File: src/rtl/multicycle_ctrl.sv
// Multicycle MIPS-subset control unit: Moore FSM driving datapath controls from the
// registered state, plus a retired-instruction counter.
module multicycle_ctrl (
  input  logic        clk,
  input  logic        rst,
  input  logic [5:0]  opcode,
  input  logic [5:0]  func,
  output logic        pcWrite,
  output logic        pcWriteCond,
  output logic        IorD,
  output logic        memRead,
  output logic        memWrite,
  output logic        IRWrite,
  output logic        regDst,
  output logic        memToReg,
  output logic        wRsel,
  output logic        jalSel,
  output logic        regWrite,
  output logic        aluSrcA,
  output logic [1:0]  aluSrcB,
  output logic [1:0]  pcSrc,
  output logic [2:0]  operation,
  output logic        illegal,
  output logic [15:0] instrCount
);

  localparam logic [5:0] OpRType = 6'b000000;
  localparam logic [5:0] OpLw    = 6'b100011;
  localparam logic [5:0] OpSw    = 6'b101011;
  localparam logic [5:0] OpAddi  = 6'b001000;
  localparam logic [5:0] OpSlti  = 6'b001010;
  localparam logic [5:0] OpBeq   = 6'b000100;
  localparam logic [5:0] OpJ     = 6'b000010;
  localparam logic [5:0] OpJal   = 6'b000011;

  localparam logic [5:0] FnJr  = 6'b001000;
  localparam logic [5:0] FnAdd = 6'b100000;
  localparam logic [5:0] FnSub = 6'b100010;
  localparam logic [5:0] FnAnd = 6'b100100;
  localparam logic [5:0] FnOr  = 6'b100101;
  localparam logic [5:0] FnSlt = 6'b101010;

  typedef enum logic [3:0] {
    StFetch, StDecode, StMemAdr, StMemRd, StMemWb, StMemWr, StRExe,
    StRWb, StIExe, StIWb, StBeq, StJmp, StJal, StJr
  } stateT;

  stateT       stateQ, stateD;
  logic [15:0] instrCountQ, instrCountD;
  logic        retire;

  always_comb begin
    stateD      = stateQ;
    retire      = 1'b0;
    illegal     = 1'b0;
    pcWrite     = 1'b0;
    pcWriteCond = 1'b0;
    IorD        = 1'b0;
    memRead     = 1'b0;
    memWrite    = 1'b0;
    IRWrite     = 1'b0;
    regDst      = 1'b0;
    memToReg    = 1'b0;
    wRsel       = 1'b0;
    jalSel      = 1'b0;
    regWrite    = 1'b0;
    aluSrcA     = 1'b0;
    aluSrcB     = 2'b00;
    pcSrc       = 2'b00;
    operation   = 3'b000;

    unique case (stateQ)
      StFetch: begin
        memRead   = 1'b1;
        IRWrite   = 1'b1;
        aluSrcB   = 2'b01;
        operation = 3'b010;
        pcWrite   = 1'b1;
        stateD    = StDecode;
      end
      StDecode: begin
        // ALU computes PC+4 + (imm<<2) now so BEQ can use it from ALUOut
        aluSrcB   = 2'b11;
        operation = 3'b010;
        case (opcode)
          OpLw, OpSw:     stateD = StMemAdr;
          OpRType:        stateD = (func == FnJr) ? StJr : StRExe;
          OpAddi, OpSlti: stateD = StIExe;
          OpBeq:          stateD = StBeq;
          OpJ:            stateD = StJmp;
          OpJal:          stateD = StJal;
          default: begin
            stateD  = StFetch;
            illegal = 1'b1;
          end
        endcase
      end
      StMemAdr: begin
        aluSrcA   = 1'b1;
        aluSrcB   = 2'b10;
        operation = 3'b010;
        stateD    = (opcode == OpLw) ? StMemRd : StMemWr;
      end
      StMemRd: begin
        memRead = 1'b1;
        IorD    = 1'b1;
        stateD  = StMemWb;
      end
      StMemWb: begin
        regWrite = 1'b1;
        memToReg = 1'b1;
        stateD   = StFetch;
        retire   = 1'b1;
      end
      StMemWr: begin
        memWrite = 1'b1;
        IorD     = 1'b1;
        stateD   = StFetch;
        retire   = 1'b1;
      end
      StRExe: begin
        aluSrcA = 1'b1;
        stateD  = StRWb;
        case (func)
          FnAdd:   operation = 3'b010;
          FnSub:   operation = 3'b110;
          FnAnd:   operation = 3'b000;
          FnOr:    operation = 3'b001;
          FnSlt:   operation = 3'b111;
          default: begin
            operation = 3'b010;
            illegal   = 1'b1;
            stateD    = StFetch;
          end
        endcase
      end
      StRWb: begin
        regWrite = 1'b1;
        regDst   = 1'b1;
        stateD   = StFetch;
        retire   = 1'b1;
      end
      StIExe: begin
        aluSrcA   = 1'b1;
        aluSrcB   = 2'b10;
        operation = (opcode == OpSlti) ? 3'b111 : 3'b010;
        stateD    = StIWb;
      end
      StIWb: begin
        regWrite = 1'b1;
        stateD   = StFetch;
        retire   = 1'b1;
      end
      StBeq: begin
        aluSrcA     = 1'b1;
        operation   = 3'b110;
        pcWriteCond = 1'b1;
        pcSrc       = 2'b10;
        stateD      = StFetch;
        retire      = 1'b1;
      end
      StJmp: begin
        pcWrite = 1'b1;
        pcSrc   = 2'b01;
        stateD  = StFetch;
        retire  = 1'b1;
      end
      StJal: begin
        // PC was already advanced in FETCH, so r31 gets PC+4 via jalSel
        pcWrite  = 1'b1;
        pcSrc    = 2'b01;
        regWrite = 1'b1;
        jalSel   = 1'b1;
        wRsel    = 1'b1;
        stateD   = StFetch;
        retire   = 1'b1;
      end
      StJr: begin
        pcWrite = 1'b1;
        pcSrc   = 2'b11;
        stateD  = StFetch;
        retire  = 1'b1;
      end
      default: stateD = StFetch;
    endcase
  end

  assign instrCountD = instrCountQ + {15'd0, retire};
  assign instrCount  = instrCountQ;

  always_ff @(posedge clk) begin
    if (rst) begin
      stateQ      <= StFetch;
      instrCountQ <= 16'd0;
    end else begin
      stateQ      <= stateD;
      instrCountQ <= instrCountD;
    end
  end

endmodule

File: config.mk
export PLATFORM = sky130hd
export DESIGN_NAME = multicycle_ctrl
export DESIGN_NICKNAME = d
export VERILOG_FILES = /design/src/rtl/multicycle_ctrl.sv
export SDC_FILE = /design/constraint.sdc
export NUM_CORES = 1
export LEC_CHECK = 0
export BUFFER_PORTS_ARGS = -buffer_cell sky130_fd_sc_hd__buf_2
export CORE_UTILIZATION = 47
export CTS_BUF_LIST = sky130_fd_sc_hd__clkbuf_8
export DETAILED_ROUTE_END_ITERATION = 7
export PLACE_DENSITY = 0.82
export SLEW_MARGIN = 30
export SYNTH_ARGS = -nofsm -noshare
export SYNTH_HDL_FRONTEND = slang
export SYNTH_SLANG_ARGS = --single-unit
File: constraint.sdc
create_clock -name clk -period 2.1 [get_ports clk]
set_clock_uncertainty 0.05 [all_clocks]
set_input_delay 0.105 -clock clk [delete_from_list [all_inputs] [get_ports clk]]
set_output_delay 0.105 -clock clk [all_outputs]
set_load 0.05 [all_outputs]
==> results.ini <==
[drt]
drc = 1
drt-initial-drc-count = 53
avgRoutedWirePerCell_um = 13.3
first_pass_iters = 6
final_antenna_net_count = 0
via_count = 1580
via_per_inst = 5.66
drt_wl_total_mm = 3.72

[timing]
max_freq_ghz = 0.465
holdWs_ns = 0.168
drv_slew = 0
fin_ws_ns = -0.0524
hold_viol_final = 0
setup_viol = 2
period_share = 1.02
relSlewSlack = 0.771
worstMarginPinSlew_ns = 0.341
rsz0062_at_grt = true
fin_tns_setup_ns = -0.0563
post-route-min-period_ns = 2.15

[clock_network]
htreeDepth = 1
clock_latency_ns = 0.25
ctsHoldBuffers = 0
cts_max_path_buffers = 2
cts_tree = yes
numCtsBuffers = 3
clockRootBuffer = clkbuf_8
clkSinkCount = 20
path_clk_slew_ns = 0.07

[synth]
syn_area_per_cell_um2 = 7.76
yosysMostFrequentCell = nor2_1
synthTopCellsByArea = dfxtp_1 (27%), nor2_1 (9.4%), xor2_1 (5.9%)
ys.flop_type = dfxtp_1
ys_ff_latch = 20
synth_edf_count = 0
synth_area_leader_cell = dfxtp_1
synth.distinct_cells = 54
syn_area_mm2 = 0.00147
synth_commonest_cells = nor2_1 (37), dfxtp_1 (20), nand2_1 (14)
synthCells = 190
synthArstFlopShare = 0
synth.yosys.seq_area_share = 0.272
syn_nets = 206
ys_warn_count = 0
yosysTopAreaCellShare = 0.272

[final_layout]
drive_above_1_share = 0.440
design_area_mm2 = 0.00201
antenna_cells = 0
layout.nets = 265
area_growth_syn_to_layout_pct = 36.1

[power_and_ir_drop]
power_density_mw_per_mm2 = 419
ir_worst_vdd_mv = 0.192
leakagePower_nw = 0.858

[worst_setup_path]
start_kind = flop
crit_family = simple AND/OR/NAND/NOR gates
worstPathMaxFanout = 6
critical_path_buf_inv_count = 0
worstSetupPathType = reg2reg
cp-end-kind = flop
slowest_delay_ns = 0.44
path_cells = nor2b_4, nor3_2, a311oi_2, ha_2, nand3_4, nor2_4, nand4_1, or4_4, nand2_2
crit_arrival_ns = 2.30
slowest_stage = or4_4
required_ns = 2.25

[global_routing]
globalRouteOverflowTotal = 0
antenna_found_initial = 0
grt_pass1_wl_mm = 5.87
grt_start_max_net_pins = 20
grt_use_total = 0.220
grt_pass1_vias = 1366

[placement]
dp_hpwl_mm = 2.61
dpl_worst_slack_ns = -0.113
io_buffers = 49
dpl_cell_area_mm2 = 0.00186
gp_congestion = 0.781

[floorplanning]
die_area_mm2 = 0.00336
core_mm2 = 0.00285
ios = 50
start_util = 0.517
row_count = 19
die_h_um = 58
die_w_um = 58

[run]
maxCapViolCount = 0

[min_path]
hold_path.class = in2reg

[run_status]
status = finished with violations
violations = design-rule violations, negative setup slack

layout by cell type (no fill, tap or decap), types with 3 or more instances in the layout:
cell / n
a21oi_1: 6
a31oi_1: 3
and3_1: 3
buf_2: 47
buf_4: 19
clkbuf_8: 4
dfxtp_1: 17
dfxtp_4: 3
nand2_1: 12
nand2b_1: 5
nand3_1: 4
nand4_1: 3
nor2_1: 35
nor2b_1: 5
nor3_1: 5
nor3_2: 3
xnor2_1: 4
xor2_1: 10
final cells by class:
class | instances | area [µm²]
inverters | 1 | 3.75
repair buffers | 69 | 408
well taps | 31 | 38.8
clock buffers | 4 | 55.1
multi-input cells | 154 | 1090
fillers | 228 | 847
flip-flops and latches | 20 | 412
sequential cells by signal, summed over array words and instances, names as in the netlist:
name,count
instrCount,16
stateQ,4
logic make-up (layout without fill, tap and decap cells):
logic type | count (synthesis) | in the layout | share of synthesized area
AND/OR/NAND/NOR | 103 | 103 | 0.373
AO/OA/AOI/OAI | 31 | 31 | 0.166
adder cells (fa/ha/maj) | 2 | 2 | 0.0170
buffers and inverters | 16 | 74 | 0.0603
flip-flops | 20 | 20 | 0.272
multiplexers | 4 | 4 | 0.0289
XOR/XNOR | 14 | 14 | 0.0832
final timing paths:
check,from,to,slack [ns],cells after the start
setup / recovery,stateQ[2],instrCount[15],-0.05,9
hold reg to reg,instrCount[5],instrCount[5],0.47,2
setup reg to reg,stateQ[2],instrCount[15],-0.05,9
hold / removal,rst,instrCount[3],0.17,2
power breakdown:
group	switching (mW)	internal (mW)	total [mW]
Combinational	0.112	0.0576	0.170
Clock	0.124	0.167	0.291
Sequential	0.00282	0.378	0.381
Total	0.239	0.602	0.841
what timing repair did:
| action | CTS | global route |
|---|---|---|
| hold endpoints to repair | 0 | 0 |
| gates cloned | 0 | 0 |
| resized for setup | 7 | 10 |
| pin swaps | 3 | 10 |
| setup buffers | 0 | 5 |
| endpoints found under the setup margin | 12 | 8 |
metrics by stage:
stage	instances	total power, mW	util
6_report	279	0.841	0.703
5_1_grt	279	0.886	0.703
4_1_cts	274	0.848	0.679
3_5_place_dp	270	0.559	0.652
3_3_place_gp	270	0.558	0.652
2_1_floorplan	190	0.525	-
routing by layer:
metal  GRT usage  wire (µm)
met2       0.397       1980
met3      0.0268        120
met1       0.273       1580
met5           0          0
met4      0.0646         33
Note: power is estimated with default switching activity, not from simulation.
